### src/rtl/seq_detector_param.sv
// seq_detector_param: runtime-loadable PAT_W-bit serial pattern detector with overlap mode and saturating match count.
// Optional SEQ_DET_MASK_EN adds a per-bit compare mask loaded alongside the pattern.
module seq_detector_param #(
    parameter int               PAT_W   = 4,
    parameter int               CNT_W   = 8,
    parameter logic [PAT_W-1:0] RST_PAT = PAT_W'(4'b1011),
    parameter bit               RST_OVL = 1'b1
) (
    input  logic             clk,
    input  logic             rst_n,
    input  logic             din_valid,
    input  logic             din,
    input  logic             load,
    input  logic [PAT_W-1:0] pat_in,
    input  logic             ovl_in,
`ifdef SEQ_DET_MASK_EN
    input  logic [PAT_W-1:0] pat_mask,
`endif
    input  logic             clr_cnt,
    output logic             dout,
    output logic [CNT_W-1:0] match_cnt,
    output logic             armed
);
    localparam int FW = $clog2(PAT_W);
    localparam logic [FW-1:0] FMAX = FW'(PAT_W - 1);

    typedef enum logic [1:0] {IDLE, FILLING, ARMED} state_t;

    state_t           state_q, state_d;
    logic [PAT_W-1:0] pat_q, pat_d;
    logic             ovl_q, ovl_d;
    logic [PAT_W-2:0] hist_q, hist_d;
    logic [FW-1:0]    fill_q, fill_d;
    logic             dout_q, dout_d;
    logic [CNT_W-1:0] cnt_q, cnt_d;
    logic [PAT_W-1:0] cand;
    logic             hit, match, consume;
`ifdef SEQ_DET_MASK_EN
    logic [PAT_W-1:0] mask_q, mask_d;
`endif

    always_comb begin
        cand    = {hist_q, din};
`ifdef SEQ_DET_MASK_EN
        hit     = ((cand ^ pat_q) & mask_q) == '0;
        mask_d  = load ? pat_mask : mask_q;
`else
        hit     = cand == pat_q;
`endif
        match   = din_valid && !load && state_q == ARMED && hit;
        // a non-overlapping match consumes its bits just like a reload does
        consume = load || (match && !ovl_q);
        pat_d   = load ? pat_in : pat_q;
        ovl_d   = load ? ovl_in : ovl_q;
        hist_d  = consume ? '0 : din_valid ? cand[PAT_W-2:0] : hist_q;
        fill_d  = consume ? '0 : (din_valid && fill_q != FMAX) ? fill_q + FW'(1) : fill_q;
        dout_d  = match;
        cnt_d   = clr_cnt ? '0 : (match && !(&cnt_q)) ? cnt_q + CNT_W'(1) : cnt_q;
        state_d = fill_d == '0 ? IDLE : fill_d == FMAX ? ARMED : FILLING;
    end

    always_ff @(posedge clk) begin
        if (!rst_n) begin
            state_q <= IDLE;
            pat_q   <= RST_PAT;
            ovl_q   <= RST_OVL;
            hist_q  <= '0;
            fill_q  <= '0;
            dout_q  <= 1'b0;
            cnt_q   <= '0;
`ifdef SEQ_DET_MASK_EN
            mask_q  <= '1;
`endif
        end else begin
            state_q <= state_d;
            pat_q   <= pat_d;
            ovl_q   <= ovl_d;
            hist_q  <= hist_d;
            fill_q  <= fill_d;
            dout_q  <= dout_d;
            cnt_q   <= cnt_d;
`ifdef SEQ_DET_MASK_EN
            mask_q  <= mask_d;
`endif
        end
    end

    assign dout      = dout_q;
    assign match_cnt = cnt_q;
    assign armed     = state_q == ARMED;
endmodule

### config.mk
export PLATFORM = sky130hd
export DESIGN_NAME = seq_detector_param
export DESIGN_NICKNAME = d
export VERILOG_FILES = /design/src/rtl/seq_detector_param.sv
export SDC_FILE = /design/constraint.sdc
export NUM_CORES = 1
export LEC_CHECK = 0
export CORE_MARGIN = 3
export CORE_UTILIZATION = 45
export CTS_BUF_LIST = sky130_fd_sc_hd__clkbuf_8
export DETAILED_ROUTE_END_ITERATION = 8
export GPL_ROUTABILITY_DRIVEN = 0
export PLACE_DENSITY = 0.71
export SLEW_MARGIN = 40
export SYNTH_ARGS = -nofsm -noshare
export SYNTH_HDL_FRONTEND = slang
export SYNTH_SLANG_ARGS = --single-unit
### constraint.sdc
create_clock -name clk -period 1.9 [get_ports clk]
set_clock_uncertainty 0.1 [all_clocks]
set_input_delay 0.19 -clock clk [delete_from_list [all_inputs] [get_ports clk]]
set_output_delay 0.19 -clock clk [all_outputs]
set_load 0.01 [all_outputs]
==> results.toml, run 1 <==
[status]
status = "finished clean"

[synthesis]
synthCells = 110
synth_seq_cells = 21
yosysWarnings = 0
yosys-top-cells-count = "dfxtp_1, mux2i_1, nand2_1"
synth-main-ff-cell = "dfxtp_1"
syn_area_sq_um = 1030
synth_top_area_frac = 0.410
yosysSeqAreaShare = 0.410
syn_avg_cell_area_sq_um = 9.33
yosys.cell_types.count = 36
yosysTopAreaCell = "dfxtp_1"
synth_most_common_cell = "dfxtp_1"
syn_nets = 123
synth-edff-count = 0
synth.area.top_cells = "dfxtp_1, mux2i_1, xnor2_1"
synth-async-reset-ratio = 0

[drt]
antenna_left = 0
via_count = 912
drc = 0
drt_iter0_drc = 15
via_per_inst = 5.43
first_pass_iters = 4
wl_per_cell_um = 12.9
wirelength_um = 2170

[critical_path]
startpoint_type = "register"
required_ns = 1.99
crit_arrival_ns = 1.83
crit_path_end_kind = "register"
crit_type = "reg2reg"
crit_fanout = 5

[clock_network]
tritoncts = "yes"
insertion_delay_ns = 0.25
post-cts-setup-buffers = 0
postCtsResizedCells = 0
cts.htree.levels = 1
cts_root_buf = "clkbuf_8"
clkTransAtPathRegs_ns = 0.07
cts.path.max_buffers = 2
cts_hold_buffers = 0
cts_buffers = 3
clkSinkCount = 21

[global_route]
busiest_layer = "met2"
grt_pass1_wl_um = 3630
grt_use_met2 = 0.317
grt_pass1_vias = 884
antenna_found_initial = 0
overflow = 0
grt_max_degree = 15
grt_util_met1 = 0.188
grt.total_usage = 0.171
grt_use_met3 = 0.0249

[finish]
fin_util = 0.661
nets = 155
multiInputGateArea_sq_um = 578
fill_cells = 173
drive_gt1_frac = 0.106
antenna_cells = 0
regArea_sq_um = 420
syn_to_final_growth_pct = 32.9

[timing]
fin_hold_ws_ns = 0.392
tightest_slew_ns = 0.395
fin_ws_ns = 0.160
slew_violations = 0
finalCritPeriodShare = 0.916
hold_viol_final = 0
rsz0062_at_grt = "no"
setup_viol = 0
tns_ns = 0
slew_headroom = 0.735
max_freq_mhz = 575
period_minus_slack_ns = 1.74

[hold_path]
hp-class = "reg2reg"

[power]
total_power_uw = 822
cellLeakagePower_uw = 0.000514
ir_drop_mv = 0.540
p_per_area_nw_per_um2 = 603

[floorplanning]
core_area_sq_um = 2060
io_pins = 21
die_h_um = 53.8
initial_core_util = 0.498
rows = 16
dieArea_sq_um = 2890
die_x_um = 53.8

[flow_run]
cap_violations = 0

[placed_design]
portBuffers = 20
hpwl_um = 1630
place_ws_ns = -0.141
-- sequential cells by signal, summed over array words and instances, names as in the netlist --
register,flops
dout,1
fill_q,2
hist_q,3
match_cnt,8
ovl_q,1
pat_q,4
state_q,2
-- report_power, final --
group          switching, uW  total, uW  leakage (uW)  internal, uW
clock network            134        278     0.0000269           144
logic                   37.1       84.9      0.000317          47.9
registers               9.09        459      0.000171           450
total                    180        822      0.000514           642
-- final timing paths --
kind                                from                         to  slack (ns)  cells past startpoint
setup / recovery  hist_q[0]$_SDFFE_PP0P_  match_cnt[4]$_SDFFE_PP0P_        0.16                      4
hold reg to reg     fill_q[1]$_SDFF_PN0_       fill_q[1]$_SDFF_PN0_        0.39                      2
setup reg to reg  hist_q[0]$_SDFFE_PP0P_  match_cnt[4]$_SDFFE_PP0P_        0.16                      4
hold / removal      fill_q[1]$_SDFF_PN0_       fill_q[1]$_SDFF_PN0_        0.39                      2
-- placed cells by master, fill, tap and decap left out, types with 2 or more instances in the layout --
cell type / instances
a21oi_1: 6
nor2b_1: 5
and3_1: 2
o31ai_1: 3
xnor2_1: 5
nor2_1: 8
dfxtp_1: 21
buf_4: 11
nand4_1: 2
clkdlybuf4s50_1: 20
ha_1: 2
inv_1: 2
and4_1: 2
nand3_1: 5
o211ai_1: 2
nand2_1: 9
clkbuf_8: 3
mux2i_1: 9
nand2b_1: 3
xor2_1: 2
o21ai_0: 3
or4_1: 3
-- final cells by class --
| type | count | area share |
|---|---|---|
| multi-input combinational | 84 | 0.424 |
| sequential | 21 | 0.308 |
| timing repair buffer | 31 | 0.207 |
| clock buffer | 3 | 0.0303 |
| tap | 27 | 0.0248 |
| clock inverter | 1 | 0.00275 |
| inverter | 1 | 0.00275 |
-- routing by layer --
metal	wire, um	part of all wire
met1	957	0.44
met2	1110	0.51
met3	88	0.040
met4	16	0.0074
met5	0	0
-- logic make-up (layout without fill, tap and decap cells) --
kind of cell,Yosys count,after routing,synth area share
xor+xnor,7,7,0.0598
flops,21,21,0.410
fa+ha+maj,2,2,0.0244
simple gates,45,45,0.246
compound gates,20,21,0.138
mux,9,9,0.0878
buf+inv,6,36,0.0341
-- per-stage QoR --
stage | instance area [sq um] | instances
2_1_floorplan | 1030 | 110
3_3_place_gp | 1310 | 163
3_5_place_dp | 1310 | 163
4_1_cts | 1360 | 167
5_1_grt | 1360 | 168
6_report | 1360 | 168
-- worst max-delay path, stage by stage, from the launching register on --
cell and delay, ns:
dfxtp_1 0.36, xnor2_1 0.32, o211ai_1 0.23, or4_1 0.52, a21oi_1 0.15
No activity file was read; power rests on OpenSTA's default activity.
==> inputs of run 2 (changes only) <==
--- a/config.mk
+++ b/config.mk
@@ -6,11 +6,10 @@
 export NUM_CORES = 1
 export LEC_CHECK = 0
 export CORE_MARGIN = 3
-export CORE_UTILIZATION = 45
+export CORE_UTILIZATION = 30
 export CTS_BUF_LIST = sky130_fd_sc_hd__clkbuf_8
 export DETAILED_ROUTE_END_ITERATION = 8
 export GPL_ROUTABILITY_DRIVEN = 0
-export PLACE_DENSITY = 0.71
 export SLEW_MARGIN = 40
 export SYNTH_ARGS = -nofsm -noshare
 export SYNTH_HDL_FRONTEND = slang
==> results.toml, run 2 (synthesis results as in run 1) <==
[status]
status = "finished clean"

[hold_path]
hp-class = "reg2reg"

[timing]
finalCritPeriodShare = 0.923
fin_hold_ws_ns = 0.397
tightest_slew_ns = 0.334
rsz0062_at_grt = "no"
max_freq_mhz = 570
slew_violations = 0
setup_viol = 0
tns_ns = 0
period_minus_slack_ns = 1.75
slew_headroom = 0.775
hold_viol_final = 0

[clock_network]
postCtsResizedCells = 0
tritoncts = "yes"
cts_hold_buffers = 0
cts_root_buf = "clkbuf_8"
clkTransAtPathRegs_ns = 0.08
insertion_delay_ns = 0.26
cts_buffers = 3
cts.htree.levels = 1
clkSinkCount = 21
cts.path.max_buffers = 2

[global_route]
grt_pass1_vias = 923
grt_pass1_wl_um = 4060
grt_max_degree = 15
antenna_found_initial = 0
grt.total_usage = 0.121
overflow = 0

[critical_path]
crit_arrival_ns = 1.85
required_ns = 1.99
crit_fanout = 9
crit_type = "reg2reg"
startpoint_type = "register"
crit_path_end_kind = "register"

[drt]
wl_per_cell_um = 12.4
antenna_left = 0
wirelength_um = 2340
drt_iter0_drc = 46
via_per_inst = 4.94
via_count = 933
first_pass_iters = 4
drc = 0

[power]
cellLeakagePower_uw = 0.000532
total_power_uw = 847
p_per_area_nw_per_um2 = 597
ir_drop_mv = 0.444

[floorplanning]
dieArea_sq_um = 4160
die_h_um = 64.5
rows = 20
core_area_sq_um = 3150
initial_core_util = 0.325
io_pins = 21
die_x_um = 64.5

[placed_design]
hpwl_um = 1840
dp.cells = 184
portBuffers = 20

[finish]
multiInputGateArea_sq_um = 571
regArea_sq_um = 420
syn_to_final_growth_pct = 38.3
fin_util = 0.450
antenna_cells = 0
mostFrequentLayoutCells = "dfxtp_1, clkdlybuf4s50_1, buf_4, mux2i_1, nand2_1"
fill_cells = 327
layout.cells.non_filler = 189
largest_register_ffs = 8
drive_gt1_frac = 0.145
layout_commonest_cell = "dfxtp_1"
nets = 159

[flow_run]
cap_violations = 0
==> run 2: metal layers <==
layer | vias to the layer above | GRT usage | part of all wire
met5 | - | 0 | 0
met3 | 0 | 0.0381 | 0.051
met2 | 20 | 0.231 | 0.53
met4 | 0 | 0.00792 | 0
met1 | 441 | 0.137 | 0.42
li1 | 472 | - | -
==> run 2: repair_timing <==
item / CTS / global route
hold endpoints to repair: 0 / 0
endpoints found under the setup margin: 0 / 8
setup buffers: 0 / 1
==> run 2: final timing paths <==
check                                               start  slack, ns  depth (start not counted)                        end
worst max-delay path            match_cnt[0]$_SDFFE_PP0P_       0.15                          6  match_cnt[3]$_SDFFE_PP0P_
worst min-delay path            match_cnt[7]$_SDFFE_PP0P_       0.40                          2  match_cnt[7]$_SDFFE_PP0P_
worst max register to register  match_cnt[0]$_SDFFE_PP0P_       0.15                          6  match_cnt[3]$_SDFFE_PP0P_
worst min register to register  match_cnt[7]$_SDFFE_PP0P_       0.40                          2  match_cnt[7]$_SDFFE_PP0P_
==> run 2: area by class of cell <==
class / count / area share
multi-input combinational: 83 / 0.402
clock inverter: 1 / 0.00529
tap: 44 / 0.0388
sequential: 21 / 0.296
inverter: 1 / 0.00265
timing repair buffer: 36 / 0.226
clock buffer: 3 / 0.0291
==> run 2: worst max-delay path, cell delays in order, from the launching register on <==
cell      delay (ns)
dfxtp_1         0.32
ha_1            0.22
nand3_1         0.12
o211ai_1        0.11
buf_4           0.18
or4_1           0.47
a21oi_1         0.16
==> run 2: where the power goes <==
part | internal [uW] | total, uW | switching (uW) | leakage (uW)
combinational | 50.5 | 88.4 | 37.9 | 0.000339
sequential | 450 | 460 | 9.61 | 0.000171
clock | 148 | 299 | 151 | 0.0000217
==> run 2: per-stage QoR <==
| stage | instance area [sq um] | worst slack, ns |
|---|---|---|
| after floorplan | 1030 | 0.260 |
| after detailed placement | 1360 | -0.195 |
| after global placement | 1360 | -0.108 |
| after CTS | 1410 | 0.0497 |
| after global routing | 1420 | 0.0702 |
| final | 1420 | 0.147 |
==> inputs of run 3 (changes only) <==
--- a/config.mk
+++ b/config.mk
@@ -10,6 +10,7 @@
 export CTS_BUF_LIST = sky130_fd_sc_hd__clkbuf_8
 export DETAILED_ROUTE_END_ITERATION = 8
 export GPL_ROUTABILITY_DRIVEN = 0
+export HOLD_SLACK_MARGIN = 0.03
 export SLEW_MARGIN = 40
 export SYNTH_ARGS = -nofsm -noshare
 export SYNTH_HDL_FRONTEND = slang
==> results of run 3 <==
No change in the layout: final DEF, timing and power equal those of run 2.
